File: src/rtl/dmem_arbiter.sv
// dmem_arbiter: shares one single-port synchronous dmem between two
// requesters. Round-robin arbitration with a bounded ownership lock for
// bursts, same-cycle grant, read data returned one cycle after grant.
module dmem_arbiter #(
    parameter int ADDR_W    = 12,
    parameter int DATA_W    = 32,
    parameter int MAX_BURST = 4
) (
    input  logic              clock,
    input  logic              reset,
    input  logic              req0,
    input  logic              req1,
    input  logic              we0,
    input  logic              we1,
    input  logic              lock0,
    input  logic              lock1,
    input  logic [ADDR_W-1:0] addr0,
    input  logic [ADDR_W-1:0] addr1,
    input  logic [DATA_W-1:0] wdata0,
    input  logic [DATA_W-1:0] wdata1,
    output logic              gnt0,
    output logic              gnt1,
    output logic              rvalid0,
    output logic              rvalid1,
    output logic [DATA_W-1:0] rdata0,
    output logic [DATA_W-1:0] rdata1,
    output logic [ADDR_W-1:0] mem_address,
    output logic [DATA_W-1:0] mem_data,
    output logic              mem_wren,
    input  logic [DATA_W-1:0] mem_q
);

    localparam int CNT_W = $clog2(MAX_BURST) + 1;
    localparam logic [CNT_W-1:0] BURST_MAX = CNT_W'(MAX_BURST);

    logic             last_q, last_d;
    logic             owner_lock_q, owner_lock_d;
    logic [CNT_W-1:0] burst_cnt_q, burst_cnt_d;
    logic             rd_pend0_q, rd_pend0_d;
    logic             rd_pend1_q, rd_pend1_d;

    // Burst counter stops at MAX_BURST while an uncontested owner keeps going.
    function automatic logic [CNT_W-1:0] sat_inc(input logic [CNT_W-1:0] v);
        return (v >= BURST_MAX) ? BURST_MAX : v + CNT_W'(1);
    endfunction

    // Grant selection: single requester wins outright; under contention a
    // locked owner keeps the port until its burst budget is spent, else the
    // requester that was not served last wins.
    always_comb begin
        gnt0 = 1'b0;
        gnt1 = 1'b0;
        if (!reset) begin
            if (req0 && req1) begin
                if (owner_lock_q && (burst_cnt_q < BURST_MAX)) begin
                    gnt0 = ~last_q;
                    gnt1 = last_q;
                end else begin
                    gnt0 = last_q;
                    gnt1 = ~last_q;
                end
            end else begin
                gnt0 = req0;
                gnt1 = req1;
            end
        end
    end

    // Route the granted requester onto the dmem port; idle port drives zeros.
    always_comb begin
        mem_address = '0;
        mem_data    = '0;
        mem_wren    = 1'b0;
        if (gnt0) begin
            mem_address = addr0;
            mem_data    = wdata0;
            mem_wren    = we0;
        end else if (gnt1) begin
            mem_address = addr1;
            mem_data    = wdata1;
            mem_wren    = we1;
        end
    end

    // Next-state for arbitration history and read-valid pipeline.
    always_comb begin
        last_d       = last_q;
        owner_lock_d = 1'b0;
        burst_cnt_d  = '0;
        rd_pend0_d   = gnt0 & ~we0;
        rd_pend1_d   = gnt1 & ~we1;
        if (gnt0 || gnt1) begin
            last_d       = gnt1;
            owner_lock_d = gnt1 ? lock1 : lock0;
            if ((gnt1 == last_q) && owner_lock_q) begin
                burst_cnt_d = sat_inc(burst_cnt_q);
            end else begin
                burst_cnt_d = CNT_W'(1);
            end
        end
    end

    // State registers; reset makes requester 0 win the first contention.
    always_ff @(posedge clock) begin
        if (reset) begin
            last_q       <= 1'b1;
            owner_lock_q <= 1'b0;
            burst_cnt_q  <= '0;
            rd_pend0_q   <= 1'b0;
            rd_pend1_q   <= 1'b0;
        end else begin
            last_q       <= last_d;
            owner_lock_q <= owner_lock_d;
            burst_cnt_q  <= burst_cnt_d;
            rd_pend0_q   <= rd_pend0_d;
            rd_pend1_q   <= rd_pend1_d;
        end
    end

    assign rvalid0 = rd_pend0_q;
    assign rvalid1 = rd_pend1_q;
    assign rdata0  = mem_q;
    assign rdata1  = mem_q;

endmodule
File: config.mk
export PLATFORM = sky130hd
export DESIGN_NAME = dmem_arbiter
export DESIGN_NICKNAME = d
export VERILOG_FILES = /design/src/rtl/dmem_arbiter.sv
export SDC_FILE = /design/constraint.sdc
export NUM_CORES = 1
export LEC_CHECK = 0
export CORE_AREA = 2 2 93 95
export CTS_CLUSTER_DIAMETER = 120
export CTS_CLUSTER_SIZE = 10
export DETAILED_ROUTE_END_ITERATION = 10
export DIE_AREA = 0 0 95 97
export DONT_BUFFER_PORTS = 1
export GPL_TIMING_DRIVEN = 0
export SKIP_LAST_GASP = 1
export SLEW_MARGIN = 20
export SYNTH_ARGS = -nofsm -noshare
export SYNTH_HDL_FRONTEND = slang
export SYNTH_SLANG_ARGS = --single-unit
File: constraint.sdc
create_clock -name clock -period 3.35 [get_ports clock]
set_input_delay 0.335 -clock clock [delete_from_list [all_inputs] [get_ports clock]]
set_output_delay 0.335 -clock clock [all_outputs]
set_load 0.05 [all_outputs]
======== Word-level counts from Yosys, hierarchy flattened ========
Index checks and enable logic that the tools add are counted.
W data, S select, Z words.
word-level totals
  output and inout bits ................... 113
  flip-flop bits (word level) ............. 7
  word-level logic and storage cells ...... 40
cells by class
  equality and inequality tests ........... 1
  magnitude comparators ................... 2
  bitwise logic cells ..................... 7
  multiplexer cells ....................... 15
  add/subtract/negate cells ............... 1
  reductions and logical operators ........ 7
operators by type and width
  operator               number
  $mux W32               2
  $mux W12               2
  $mux W1                10
  $not A1 Y1             5
  $reduce_or A4 Y1       1
  $add A3 B1 Y3 const B  1
  $ge A3 B3 Y1 const B   1
  $logic_and A1 B1 Y1    3
  $lt A3 B3 Y1 const B   1
  $mux W3                1
  $reduce_or A3 Y1       1
  $and A1 B1 Y1          2
  $reduce_or A2 Y1       1
  $eq A1 B1 Y1           1
  $logic_or A1 B1 Y1     1

======== Depth between registers and ports, before layout ========
  depth after elaboration ................. 9
  gate-level depth with buffers ........... 6
  depth with buffers taken out ............ 3

======== Least setup slack after synthesis ========
No wires, ideal clock.
  path type ............................... reg2out
  start point ............................. register burst_cnt_q[2]
  end point ............................... output mem_data[20]
  cell stages (with the launch flop) ...... 6
  required time ........................... 3.015 ns
  arrival time ............................ 1.882 ns
  path buffers ............................ 2
  slack ................................... 1.133 ns
  cell sequence ........................... dfxtp_1 > buf_2 > nand2b_1 > a2111oi_4 > buf_2 > a22o_1
on the way
  longest elaborated chain between the ends .. 7
  elaborated cells between the ends (all ways) .. 10
  classes of those cells .................. 1 x order compare; 8 x mux; 1 x reduce/logical
RTL lines
  item                    RTL line  RTL
  start, declared         38        logic [CNT_W-1:0] burst_cnt_q, burst_cnt_d;
  start signal, assigned  114       burst_cnt_q <= burst_cnt_d;
  $lt A3 B3 Y1            55        if (owner_lock_q && (burst_cnt_q < BURST_MAX)) begin
  $logic_and A1 B1 Y1     55
  $mux W1                 55
  $mux W1                 54        if (req0 && req1) begin
  $mux W1                 53        if (!reset) begin
  net gnt1                22        output logic gnt1,
  $mux W32                78        end else if (gnt1) begin
  $mux W32                74        if (gnt0) begin
  end, declared           28        output logic [DATA_W-1:0] mem_data,
The timed path passes the listed nets, and every way through them passes these cells.

======== Final worst setup path ========
Same ends and word-level chain as after synthesis.

==> flow_summary.ini <==
[status]
status = completed

[floorplanning]
start_util_pct = 16.44
pin_count = 241
core-area_sq_um = 8134
row_count = 33
die_w_um = 95
dieArea_sq_um = 9215
die_y_um = 97

[cells_and_area]
finalNonFillerCells = 270
layout_common_cells = 64 x buf_4, 46 x a22o_1, 7 x buf_2, 7 x dfxtp_1, 5 x nor2b_1
diodes = 0
final_common_cell = buf_4
synthToLayoutAreaGrowth_pct = 13.28
nNetsFinal = 296
drive_gt1_share_pct = 48.48

[synth]
synth.avg_cell_area_sq_um = 8.308
synth_warnings = 0
synth_nets = 291
ys_ff_latch = 7
syn_area_sq_um = 1338
ys_top_cells_by_area = buf_4 36%, a22o_1 30%, dfxtp_1 10%, buf_2 2.6%, buf_6 2.5%
ys_seq_area_share_pct = 10.48
netlist.area_leader.share_pct = 35.92
synth_top_area_cell = buf_4
synth_cells = 161
synthDistinctLibCells = 24

[clock_network]
cts_max_path_buffers = 2
clk_latency_ps = 230
cts_root_buf = clkbuf_8
numCtsBuffers = 3
cts_resized = 0
postCtsSetupRepairBufs = 0
hold_buffers = 0
cts_tree = built
htree_num_levels = 1
clk_pin_slew_ps = 50
cts.sinks = 7

[detailed_routing]
drt_wl_total_mm = 4.250
ant_nets = 0
post-route-drc-count = 0
first_iter_violations = 89
avgViaCountPerCell = 4.615
firstDrtPassIters = 4
wl_per_cell_um = 15.74
via_count = 1246

[grt]
grt_pass1_wl_mm = 5.706
use_met2_pct = 14.73
grt_overflow = 0
antenna_found_initial = 0
grt_usage_pct = 8.063
gr-usage-met3_pct = 1.090
grt_max_degree = 11
grt_pass1_vias = 1086
busiest_layer = met2
grt_util_met1_pct = 9.301

[worst_setup_path]
startpoint_type = register
r2r-end = rvalid1
worstReg2RegStart = burst_cnt_q[2]
critical_path_class = reg2out
path_max_fanout = 10
worstSetupEndpointType = output pin
critPathArrivalTime_ps = 2300
crit_required_ps = 3010
r2r_cells = 5
ff2ff_setup_slack_ps = 1580

[sta]
slew_viol_final = 0
slew_headroom_pct = 64.71
post-route-min-period_ps = 2636
finalHoldViolCount = 0
tns_ps = 0
finalCritPeriodShare_pct = 78.70
skew_ps = 7.585
max_freq_mhz = 379.3
timing.final.ws_setup_ps = 713.5
tightestPinTransition_ps = 531.0
setup_violations = 0
rsz0062_at_grt = false

[placement]
place.gp.congestion = 0.7117
pre_cts_slack_ps = 926.7
io_buffers = 0
hpwlAfterDp_mm = 3.719
dp.cells = 266

[job]
drv_cap = 0

[power_and_ir_drop]
leakage_nw = 0.6978
p_per_area_nw_per_um2 = 449.7
total_power_mw = 0.6814
ir_worst_vdd_v = 0.00007576

[hold_path]
hold_end = burst_cnt_q[0]
hold_start = reset
min_path_cells = 1
min_path_type = in2reg
-- stage by stage --
stage / hold WS, ps / instance area (sq um) / utilization (%)
after floorplan: 406.6 / 1338 / -
after CTS: 162.3 / 1515 / 18.63
after global routing: 165.7 / 1515 / 18.63
after detailed placement: 408.7 / 1469 / 18.06
after global placement: 410.1 / 1469 / 18.06
final: 172.4 / 1515 / 18.63
-- routing by layer --
metal,up-vias,share of wire [%],wire length [um]
met2,134,55,2324
li1,531,-,-
met1,577,34,1429
met4,0,1.2,52
met3,4,10,444
met5,-,0,0
-- flip-flops by register name, summed over array words and instances (netlist names) --
register / count
rvalid0: 1
rvalid1: 1
owner_lock_q: 1
burst_cnt_q: 3
last_q: 1
-- where the power goes --
part | internal (mW) | switching (mW) | leakage [nW]
Clock | 0.0810 | 0.0422 | 0.0255
Combinational | 0.101 | 0.361 | 0.615
Sequential | 0.0878 | 0.00831 | 0.0575
Total | 0.269 | 0.412 | 0.698
-- cell usage after synthesis --
master and number:
and4bb_1 1, nor2b_1 5, clkbuf_1 1, nand2_1 2, buf_4 64, a22o_1 46, inv_1 4, a2111oi_4 1
o32a_1 1, a21oi_1 2, nor2_1 2, a32oi_1 1, and4b_1 1, and2_1 1, a211oi_2 1, buf_6 3
buf_2 7, nor4bb_1 1, a211oi_1 1, dfxtp_1 7, ha_1 2, nand2b_1 3, o21ai_0 3, a31oi_1 1
-- worst max-delay path: stages (launching register included) --
cell and delay [ps]:
dfxtp_1 300, buf_2 160, nand2b_1 230, a2111oi_4 400, buf_2 440, a22o_1 530
-- kinds of logic (layout without fill, tap and decap cells) --
group,Yosys count,in the layout,synth area share [%]
AND/OR/NAND/NOR,16,16,7.765
buffers and inverters,79,83,42.47
AO/OA/AOI/OAI,57,57,37.42
adder cells (fa/ha/maj),2,2,1.871
flip-flops,7,7,10.48
-- worst max-delay path by stage --
stage	startpoint	to	slack [ps]	depth (start not counted)
final	burst_cnt_q[2]	mem_data[20]	710	5
after global routing	burst_cnt_q[2]	mem_data[3]	510	6
after CTS	burst_cnt_q[2]	mem_data[3]	660	6
after detailed placement	burst_cnt_q[2]	mem_data[3]	930	6
after global placement	burst_cnt_q[2]	mem_data[3]	940	6
after floorplan	burst_cnt_q[2]	mem_data[20]	1130	5
-- cell type report --
class / instances / area (sq um)
Sequential cell: 7 / 140.1
Multi-Input combinational cell: 75 / 629.4
Inverter: 4 / 15.01
Clock buffer: 3 / 41.29
Clock inverter: 1 / 5.005
Tap cell: 105 / 131.4
Buffer: 75 / 553.0
Fill cell: 891 / 6619
Power figures use the tool's default switching activity.
